[src/rtl/fc_bias_argmax_if.sv]
// ---------------------------------------------------------------------------
// fc_bias_argmax_if
// Purpose : bundles the data-side signals of the FC output stage.
//   i_bias      packed bias vector, neuron k at [k*BW +: BW]
//   i_bias_full bias vector is loaded and valid
//   i_valid     i_acc valid this cycle
//   i_acc       signed accumulator result for the current neuron
//   o_valid     one-cycle pulse, o_data/o_idx valid
//   o_data      biased, saturated, optionally ReLU'd neuron output
//   o_idx       neuron index of o_data
//   o_done      pulse on the last o_valid of a frame
//   o_class     argmax index, updated with o_done
//   o_err       sticky: i_valid seen while i_bias_full = 0
// Modports: slave = the block itself, master = whoever drives it.
// ---------------------------------------------------------------------------
interface fc_bias_argmax_if #(
    parameter int BW   = 16,
    parameter int ABW  = 32,
    parameter int SIZE = 10
);
    localparam int IW = (SIZE > 1) ? $clog2(SIZE) : 1;

    logic [BW*SIZE-1:0] i_bias;
    logic               i_bias_full;
    logic               i_valid;
    logic [ABW-1:0]     i_acc;
    logic               o_valid;
    logic [BW-1:0]      o_data;
    logic [IW-1:0]      o_idx;
    logic               o_done;
    logic [IW-1:0]      o_class;
    logic               o_err;

    modport slave (
        input  i_bias, i_bias_full, i_valid, i_acc,
        output o_valid, o_data, o_idx, o_done, o_class, o_err
    );

    modport master (
        output i_bias, i_bias_full, i_valid, i_acc,
        input  o_valid, o_data, o_idx, o_done, o_class, o_err
    );
endinterface

[src/rtl/fc_bias_argmax.sv]
// ---------------------------------------------------------------------------
// fc_bias_argmax
// Purpose : output stage of the fully-connected layer. Per accepted neuron
//   the accumulator is rescaled (>>> FRAC), the neuron's bias is added, the
//   sum is saturated to BW bits and optionally ReLU'd. A running maximum of
//   the saturated (pre-ReLU) values yields the class index after SIZE
//   neurons.
// Ports:
//   clk          rising-edge clock
//   global_rst_n synchronous active-low reset (highest priority)
//   user_reset   synchronous active-high soft reset
//   ce           clock enable
//   bus          fc_bias_argmax_if.slave, data inputs and registered outputs
// ---------------------------------------------------------------------------
module fc_bias_argmax #(
    parameter int BW   = 16,
    parameter int ABW  = 32,
    parameter int SIZE = 10,
    parameter int FRAC = 8,
    parameter bit RELU = 1'b1
) (
    input  logic                  clk,
    input  logic                  global_rst_n,
    input  logic                  user_reset,
    input  logic                  ce,
    fc_bias_argmax_if.slave       bus
);
    localparam int IW = (SIZE > 1) ? $clog2(SIZE) : 1;

    // Saturation bounds expressed at the ABW+1 bit sum width.
    localparam logic signed [ABW:0] SUM_HI = {{(ABW-BW+2){1'b0}}, {(BW-1){1'b1}}};
    localparam logic signed [ABW:0] SUM_LO = {{(ABW-BW+2){1'b1}}, {(BW-1){1'b0}}};
    localparam logic [BW-1:0]       SAT_HI = {1'b0, {(BW-1){1'b1}}};
    localparam logic [BW-1:0]       SAT_LO = {1'b1, {(BW-1){1'b0}}};
    localparam logic [IW-1:0]       LAST   = IW'(SIZE-1);

    typedef enum logic {IDLE, RUN} state_t;

    state_t          r_state;
    logic [IW-1:0]   r_cnt;
    logic [BW-1:0]   r_max;
    logic [IW-1:0]   r_max_idx;
    logic            r_valid;
    logic [BW-1:0]   r_data;
    logic [IW-1:0]   r_idx;
    logic            r_done;
    logic [IW-1:0]   r_class;
    logic            r_err;

    logic                  w_accept;
    logic [BW-1:0]         w_bias;
    logic signed [ABW-1:0] w_shift;
    logic signed [ABW:0]   w_sum;
    logic [BW-1:0]         w_sat;
    logic [BW-1:0]         w_out;
    logic                  w_first;
    logic                  w_new_max;
    logic                  w_last;

    always_comb begin
        w_accept = ce && bus.i_valid && bus.i_bias_full;
        w_bias   = bus.i_bias[int'(r_cnt)*BW +: BW];
        w_shift  = $signed(bus.i_acc) >>> FRAC;
        // One extra bit of headroom means the add itself can never wrap.
        w_sum    = $signed({w_shift[ABW-1], w_shift})
                 + $signed({{(ABW+1-BW){w_bias[BW-1]}}, w_bias});
        if (w_sum > SUM_HI)
            w_sat = SAT_HI;
        else if (w_sum < SUM_LO)
            w_sat = SAT_LO;
        else
            w_sat = w_sum[BW-1:0];
        w_out     = (RELU && w_sat[BW-1]) ? '0 : w_sat;
        // IDLE means counter 0: the first neuron of a frame always seeds the max.
        w_first   = (r_state == IDLE);
        // Strict compare keeps the lower index on ties.
        w_new_max = w_first || ($signed(w_sat) > $signed(r_max));
        w_last    = (r_cnt == LAST);
    end

    always_ff @(posedge clk) begin
        if (!global_rst_n || user_reset) begin
            r_state   <= IDLE;
            r_cnt     <= '0;
            r_max     <= '0;
            r_max_idx <= '0;
            r_valid   <= 1'b0;
            r_data    <= '0;
            r_idx     <= '0;
            r_done    <= 1'b0;
            r_class   <= '0;
            r_err     <= 1'b0;
        end else if (ce) begin
            r_valid <= 1'b0;
            r_done  <= 1'b0;
            // Dropped sample: counter untouched, error latched until reset.
            if (bus.i_valid && !bus.i_bias_full)
                r_err <= 1'b1;
            if (w_accept) begin
                r_valid <= 1'b1;
                r_data  <= w_out;
                r_idx   <= r_cnt;
                if (w_new_max) begin
                    r_max     <= w_sat;
                    r_max_idx <= r_cnt;
                end
                if (w_last) begin
                    r_done  <= 1'b1;
                    r_class <= w_new_max ? r_cnt : r_max_idx;
                    r_cnt   <= '0;
                    r_state <= IDLE;
                end else begin
                    r_cnt   <= r_cnt + 1'b1;
                    r_state <= RUN;
                end
            end
        end else begin
            r_valid <= 1'b0;
            r_done  <= 1'b0;
        end
    end

    assign bus.o_valid = r_valid;
    assign bus.o_data  = r_data;
    assign bus.o_idx   = r_idx;
    assign bus.o_done  = r_done;
    assign bus.o_class = r_class;
    assign bus.o_err   = r_err;

endmodule

[src/flat_wrapper.sv]
// flat-port wrapper written by rule: the top's interface ports become plain ports
module fc_bias_argmax_flat 
#(
    parameter int BW   = 16,
    parameter int ABW  = 32,
    parameter int SIZE = 10,
    parameter int FRAC = 8,
    parameter bit RELU = 1'b1
)
  (clk, global_rst_n, user_reset, ce, bus_i_bias, bus_i_bias_full, bus_i_valid, bus_i_acc, bus_o_valid, bus_o_data, bus_o_idx, bus_o_done, bus_o_class, bus_o_err);
  fc_bias_argmax_if #(.BW(BW), .ABW(ABW), .SIZE(SIZE)) bus_i ();
  input  logic clk;
  input  logic global_rst_n;
  input  logic user_reset;
  input  logic ce;
  input wire logic [$bits(bus_i.i_bias)-1:0] bus_i_bias;
  input wire logic [$bits(bus_i.i_bias_full)-1:0] bus_i_bias_full;
  input wire logic [$bits(bus_i.i_valid)-1:0] bus_i_valid;
  input wire logic [$bits(bus_i.i_acc)-1:0] bus_i_acc;
  output wire logic [$bits(bus_i.o_valid)-1:0] bus_o_valid;
  output wire logic [$bits(bus_i.o_data)-1:0] bus_o_data;
  output wire logic [$bits(bus_i.o_idx)-1:0] bus_o_idx;
  output wire logic [$bits(bus_i.o_done)-1:0] bus_o_done;
  output wire logic [$bits(bus_i.o_class)-1:0] bus_o_class;
  output wire logic [$bits(bus_i.o_err)-1:0] bus_o_err;
  assign bus_i.i_bias = bus_i_bias;
  assign bus_i.i_bias_full = bus_i_bias_full;
  assign bus_i.i_valid = bus_i_valid;
  assign bus_i.i_acc = bus_i_acc;
  assign bus_o_valid = bus_i.o_valid;
  assign bus_o_data = bus_i.o_data;
  assign bus_o_idx = bus_i.o_idx;
  assign bus_o_done = bus_i.o_done;
  assign bus_o_class = bus_i.o_class;
  assign bus_o_err = bus_i.o_err;
  fc_bias_argmax #(.BW(BW), .ABW(ABW), .SIZE(SIZE), .FRAC(FRAC), .RELU(RELU)) u_core (.clk(clk), .global_rst_n(global_rst_n), .user_reset(user_reset), .ce(ce), .bus(bus_i));
endmodule
[config.mk]
export PLATFORM = sky130hd
export DESIGN_NAME = fc_bias_argmax_flat
export DESIGN_NICKNAME = d
export VERILOG_FILES = /design/src/rtl/fc_bias_argmax_if.sv /design/src/rtl/fc_bias_argmax.sv /design/src/flat_wrapper.sv
export SDC_FILE = /design/constraint.sdc
export NUM_CORES = 1
export LEC_CHECK = 0
export ABC_AREA = 1
export BUFFER_PORTS_ARGS = -buffer_cell sky130_fd_sc_hd__buf_2
export CAP_MARGIN = 20
export CORE_UTILIZATION = 46
export DETAILED_ROUTE_END_ITERATION = 10
export PLACE_DENSITY = 0.79
export SLEW_MARGIN = 20
export SYNTH_ARGS = -nofsm -noshare
export SYNTH_HDL_FRONTEND = slang
export SYNTH_SLANG_ARGS = --single-unit
[constraint.sdc]
create_clock -name clk -period 4.7 [get_ports clk]
set_input_delay 0.94 -clock clk [delete_from_list [all_inputs] [get_ports clk]]
set_output_delay 0.94 -clock clk [all_outputs]
set_load 0.05 [all_outputs]
==> impl_metrics.tcl, run 1 <==
set metrics [dict create \
    path_clk_slew_ns 0.08 \
    first_global_vias 7858 \
    maxCapViolCount 0 \
    worstHoldPathType "flop to flop" \
    antenna_found_initial 1 \
    startpoint "u_core.r_cnt[0]" \
    timing.fmax_ghz 0.185 \
    fin_area_um2 9320 \
    nFillCells 862 \
    synth_cell_types 41 \
    num_rows 40 \
    setup_tns_ns -14.97 \
    drt_pass1_iterations 6 \
    io_buffers 215 \
    cts_buffers 5 \
    ys_seq_area_frac 0.177 \
    slew_headroom 0.595 \
    synth_ff_type "dfxtp_1" \
    cts.sinks 51 \
    drt-wirelength-per-cell_um 18.5 \
    io_pins 225 \
    dieArea_um2 13000 \
    p_int_w 0.00131 \
    dp_slack_ns -0.778 \
    areaGrowthSynthToFinish_pct 61.5 \
    crit_top_cell "nand2_1" \
    ys_ff_latch 51 \
    htreeDepth 2 \
    p_switching_w 0.000945 \
    detail_route.iter0.violations 1214 \
    coreArea_um2 12100 \
    cts_root_buf "clkbuf_16" \
    die_y_um 114 \
    clkLatencyLatePin_ns 0.31 \
    ant_nets 0 \
    multiInputGateArea_um2 4920 \
    violations "negative setup slack" \
    yosys.area.top_type_share 0.216 \
    postCtsHoldBufs 0 \
    start_util 0.476 \
    required_ns 4.95 \
    syn_nets 1230 \
    nets 1563 \
    finalHoldViolations 0 \
    leakage_nw 4.58 \
    viasPerCell 5.81 \
    dp_cells 1449 \
    dp_hpwl_um 17300 \
    die_w_um 114 \
    finalCritPeriodShare 1.15 \
    swShare 0.420 \
    worstHoldStart "u_core.bus.o_class[2]" \
    fin_ws_ns -0.708 \
    crit_path_max_fanout 13 \
    grt_overflow 0 \
    cts_tree "done" \
    clk_path_buf_depth 2 \
    crit_slowest_cell "dfxtp_4" \
    p_comb_frac 0.630 \
    power.density_nw_per_um2 242 \
    status "finished, violations left" \
    cp_slowest_stage_delay_ns 0.39 \
    worstMarginPinSlew_ns 0.607 \
    ys_warn_count 0 \
    synthTopCellsByArea "nand2_1 22%, dfxtp_1 18%, ha_1 8.7%" \
    route.detailed.drc 0 \
    drive_above_1_share 0.437 \
    maxSlewViolCount 0 \
    worst_setup_path_start_kind "flop" \
    grt_max_degree 41 \
    final_cell_count_no_fill 1494 \
    rr_startpoint "u_core.r_cnt[0]" \
    clkPwrFrac 0.173 \
    seqCellArea_um2 1030 \
    synth_top_area_cell "nand2_1" \
    syn_avg_cell_area_um2 5.82 \
    synth-edff-count 0 \
    ir_drop_v 0.000180 \
    p_seq_frac 0.197 \
    grt_usage 0.378 \
    setup_violations 24 \
    postSynthCellCount 991 \
    finalCriticalPeriod_ns 5.41 \
    clock_skew_ns 0.00945 \
    crit_type "flop to flop" \
    worst_setup_path_end_kind "flop" \
    grt_pass1_wl_um 38800 \
    placed_cell_area_um2 7980 \
    rsz0062_at_grt "true" \
    critPathArrivalTime_ns 5.66 \
    wirelength_um 27700 \
    gp_congestion 1.00 \
    syn-cell-area_um2 5770 \
    num_vias 8674 \
    synthArstFlopShare 0 \
]
-- Yosys cell counts, types with 3 or more instances --
library cell,instances
nand3b_1,8
buf_6,3
o2111ai_1,32
nand4_1,8
a21oi_1,76
nand2_2,16
inv_1,122
nand2_1,332
nand3_1,69
xnor2_1,13
buf_2,3
nor2_2,4
nand3_2,6
inv_2,5
o21ai_0,40
dfxtp_1,51
ha_1,40
buf_1,8
a32o_1,15
a21oi_2,3
nor2_1,79
nor3_1,6
clkbuf_1,30
-- final cells by class --
type                    instances  area share
well taps                     168      0.0226
multi-input cells             766       0.528
clock inverters                 3     0.00295
diodes                          1    0.000269
inverters                     128      0.0533
clock buffers                   5      0.0134
repair inverters                1    0.000940
flip-flops and latches         51       0.110
repair buffers                371       0.268
-- cells in the final DEF (no fill, tap or decap), drive strengths merged, types with 2 or more instances in the layout --
| master | netlist | layout |
|---|---|---|
| nand2 | 349 | 349 |
| o21ai | 41 | 41 |
| nand4 | 8 | 8 |
| buf | 17 | 369 |
| clkbuf | 30 | 6 |
| dfxtp | 51 | 51 |
| clkinv | 1 | 2 |
| nor2 | 84 | 84 |
| and2 | 2 | 2 |
| nor3 | 7 | 7 |
| a32o | 15 | 16 |
| o2111ai | 32 | 32 |
| a21oi | 80 | 80 |
| xnor2 | 13 | 13 |
| inv | 127 | 129 |
| nand3b | 8 | 8 |
| nand3 | 75 | 75 |
| o21bai | 2 | 2 |
| o211ai | 2 | 2 |
| ha | 40 | 40 |
-- final timing paths --
path                                         endpoint  slack, ns  cells after the start
worst max-delay path                  u_core.r_max[8]      -0.71                     37
worst min-delay path            u_core.bus.o_class[2]       0.46                      2
worst min register to register  u_core.bus.o_class[2]       0.46                      2
worst max register to register        u_core.r_max[8]      -0.71                     37
-- power by group through the flow --
stage / clock (W) / sequential (W) / combinational (W)
floorplan: 0 / 0.000466 / 0.000567
global placement: 0 / 0.000453 / 0.000959
detailed placement: 0 / 0.000453 / 0.000978
CTS: 0.000379 / 0.000443 / 0.00118
global route: 0.000399 / 0.000444 / 0.00149
finish: 0.000390 / 0.000444 / 0.00142
-- stage by stage --
step	total power, W	utilization	hold slack (ns)
finish	0.00225	0.769	0.455
global route	0.00233	0.769	0.485
CTS	0.00200	0.732	0.458
detailed placement	0.00143	0.659	0.440
global placement	0.00141	0.659	0.439
floorplan	0.00103	-	0.440
-- routing by layer --
metal,part of all wire,up-vias,track usage
met1,0.37,3939,0.457
met5,0,-,0
met2,0.46,636,0.648
met4,0.067,0,0.189
met3,0.099,180,0.0622
li1,-,3919,-
-- what timing repair did --
action | 4_1_cts | 5_1_grt
pin swaps | 47 | 65
gates cloned | 3 | 2
setup buffers | 18 | 13
gates resized for setup | 103 | 96
setup endpoints to repair | 24 | 24
-- critical path: cells and delay by family, from the launching register on --
family / cells / cell delay (ns)
AOI/OAI and AO/OA: 4 / 0.80
adders and majority gates: 2 / 0.69
buffers and inverters: 8 / 1.07
DFF: 1 / 0.39
and+or+nand+nor: 23 / 2.39
-- flip-flops by register name, summed over array words and instances, names as in the netlist --
name                cells
u_core.bus.o_idx        4
u_core.r_state          1
u_core.bus.o_done       1
u_core.bus.o_data      15
u_core.r_max           16
u_core.bus.o_class      4
u_core.r_max_idx        4
u_core.r_cnt            4
u_core.bus.o_err        1
u_core.bus.o_valid      1
-- cell families after synthesis --
group           after synthesis  synth area share
fa+ha+maj                    41            0.0902
other cells                   1          0.000650
compound gates              176             0.195
simple gates                533             0.391
xor+xnor                     14            0.0245
flops                        51             0.177
buf+inv                     175             0.122
Power figures use the tool's default switching activity.
==> inputs of run 2 (changes only) <==
--- a/config.mk
+++ b/config.mk
@@ -8,9 +8,11 @@
 export ABC_AREA = 1
 export BUFFER_PORTS_ARGS = -buffer_cell sky130_fd_sc_hd__buf_2
 export CAP_MARGIN = 20
-export CORE_UTILIZATION = 46
+export CORE_UTILIZATION = 50
+export CTS_BUF_LIST = sky130_fd_sc_hd__clkbuf_4
 export DETAILED_ROUTE_END_ITERATION = 10
-export PLACE_DENSITY = 0.79
+export PLACE_DENSITY = 0.82
+export SKIP_LAST_GASP = 1
 export SLEW_MARGIN = 20
 export SYNTH_ARGS = -nofsm -noshare
 export SYNTH_HDL_FRONTEND = slang
==> constraint.sdc (replaced) <==
create_clock -name clk -period 5.5 [get_ports clk]
set_input_delay 1.1 -clock clk [delete_from_list [all_inputs] [get_ports clk]]
set_output_delay 1.1 -clock clk [all_outputs]
set_load 0.05 [all_outputs]
==> run 2 against run 1 <==
Effect of this change:
- the flow now finishes without violations
- sequential power is 15% lower
- global-route usage is 2.1 points lower
- flip-flop and latch count stayed put
- critical path type is now input port to flop
- critical endpoint is now u_core.r_max[11]
==> impl_metrics.tcl, run 2 (synthesis gave the netlist of run 1 again) <==
set metrics [dict create \
    viasPerCell 5.47 \
    ir_drop_v 0.000150 \
    route.detailed.drc 0 \
    rr_startpoint "u_core.r_cnt[2]" \
    setup_violations 0 \
    io_pins 225 \
    areaGrowthSynthToFinish_pct 41.4 \
    slew_headroom 0.655 \
    worstMarginPinSlew_ns 0.516 \
    cp_top_family "simple AND/OR/NAND/NOR gates" \
    p_switching_w 0.000628 \
    whs_ns 0.474 \
    drive_above_1_share 0.338 \
    largest_reg_flops 16 \
    ant_nets 0 \
    finalCriticalPeriod_ns 5.32 \
    leakage_nw 4.05 \
    grt_overflow 0 \
    postCtsHoldBufs 0 \
    final_util 0.740 \
    critPathArrivalTime_ns 5.62 \
    rrSetupSlack_ns 0.27 \
    dieArea_um2 12000 \
    layout_commonest_cell "nand2_1" \
    grt_pass1_wl_um 33000 \
    reg2reg_to "u_core.r_max[11]" \
    cp_num_cells 34 \
    grt_usage 0.357 \
    finalHoldViolations 0 \
    p_seq_frac 0.252 \
    drt-wirelength-per-cell_um 16.3 \
    clock_skew_ns 0.0139 \
    start_util 0.523 \
    first_global_vias 6776 \
    worst_setup_path_start_kind "input port" \
    clk_path_buf_depth 2 \
    endpoint "u_core.r_max[11]" \
    detail_route.iter0.violations 808 \
    top_register "u_core.r_max" \
    drt_pass1_iterations 6 \
    multiInputGateArea_um2 4480 \
    cts.sinks 51 \
    cts_tree "done" \
    gp_congestion 1.01 \
    startpoint "bus_i_bias[15]" \
    die_w_um 109 \
    timing.fmax_ghz 0.188 \
    p_comb_frac 0.595 \
    swShare 0.417 \
    num_rows 38 \
    power.density_nw_per_um2 185 \
    nFillCells 913 \
    layout_common_cells "317 x nand2_1, 215 x buf_2, 121 x inv_1, 80 x buf_4, 72 x a21oi_1" \
    status "finished, final reports clean" \
    antenna_found_initial 3 \
    seqCellArea_um2 1020 \
    wirelength_um 22900 \
    cp_slowest_stage_delay_ns 0.45 \
    p_int_w 0.000878 \
    clkPwrFrac 0.153 \
    worst_setup_path_end_kind "flop" \
    crit_top_cell "nand2_1" \
    dp_hpwl_um 17200 \
    finalCritPeriodShare 0.967 \
    io_buffers 215 \
    clkLatencyLatePin_ns 0.39 \
    maxCapViolCount 0 \
    die_y_um 109 \
    crit_type "input port to flop" \
    worstHoldPathType "flop to flop" \
    cts_buffers 5 \
    path_clk_slew_ns 0.17 \
    rr_worst_depth 36 \
    grt_max_degree 68 \
    num_vias 7657 \
    cts_root_buf "clkbuf_4" \
    htreeDepth 2 \
    worstHoldStart "u_core.bus.o_class[0]" \
    nets 1496 \
    crit_buf_inv 7 \
    required_ns 5.80 \
    crit_path_max_fanout 8 \
    crit_slowest_cell "a32o_4" \
    coreArea_um2 11000 \
    maxSlewViolCount 0 \
]
run 2: cell types whose count changed in the layout (fill, tap and decap cells not counted), moves of 6 or more:
cell and change:
ha_4 -7, a21oi_2 -11, inv_2 -7, nor2_1 +6
a32o_2 -12, nand2_2 -19, buf_4 -56, nand2_1 +28
o21ai_0 +11, buf_6 -6, inv_1 +8, a32o_1 +10
a21oi_1 +16, nand2_4 -8
run 2: worst min-delay path by stage:
stage / to / slack, ns / cells past startpoint
6_report: u_core.bus.o_class[0] / 0.47 / 2
5_1_grt: u_core.bus.o_data[14] / 0.50 / 2
4_1_cts: u_core.bus.o_class[0] / 0.47 / 2
3_5_place_dp: u_core.bus.o_class[2] / 0.44 / 2
3_3_place_gp: u_core.bus.o_class[0] / 0.44 / 2
2_1_floorplan: u_core.r_max_idx[1] / 0.44 / 2
run 2: power by group through the flow:
stage / Clock (W) / Sequential, W / Combinational (W)
after detailed placement: 0 / 0.000387 / 0.000759
after global placement: 0 / 0.000387 / 0.000744
after global routing: 0.000245 / 0.000380 / 0.000980
final: 0.000231 / 0.000379 / 0.000896
after CTS: 0.000233 / 0.000379 / 0.000766
after floorplan: 0 / 0.000398 / 0.000459
run 2: cell type report:
cell class,count,share of cell area
Timing Repair Buffer,306,0.234
Antenna cell,3,0.000920
Clock buffer,5,0.00460
Multi-Input combinational cell,765,0.549
Inverter,128,0.0596
Sequential cell,51,0.125
Clock inverter,3,0.00567
Tap cell,140,0.0215
run 2: per-layer routing:
| metal | wire (µm) | part of all wire | vias to the layer above | track usage |
|---|---|---|---|---|
| li1 | - | - | 3772 | - |
| met3 | 1870 | 0.082 | 68 | 0.0557 |
| met4 | 796 | 0.035 | 0 | 0.143 |
| met5 | 0 | 0 | - | 0 |
| met2 | 10700 | 0.47 | 399 | 0.602 |
| met1 | 9530 | 0.42 | 3418 | 0.455 |
run 2: worst min-delay path, cell delays in order, from the launching register on:
cell and delay, ns:
dfxtp_1 0.35, nand2_1 0.06, nand2_1 0.05
run 2: repair_timing:
action / in CTS / in global routing
endpoints found under the setup margin: 0 / 24
hold endpoints to repair: 0 / 0
buffers inserted: 0 / 9
resized for setup: 0 / 92
run 2: per-stage QoR:
step | setup WS [ns] | cell area, µm² | cells | TNS, ns | total power (W)
6_report | 0.181 | 8160 | 1401 | 0 | 0.00151
5_1_grt | -0.0515 | 8160 | 1401 | -0.547 | 0.00161
4_1_cts | 0.138 | 7560 | 1386 | 0 | 0.00138
3_5_place_dp | -0.204 | 7480 | 1378 | -3.67 | 0.00115
3_3_place_gp | -0.0902 | 7480 | 1378 | -1.28 | 0.00113
2_1_floorplan | 0.239 | 5770 | 991 | 0 | 0.000857
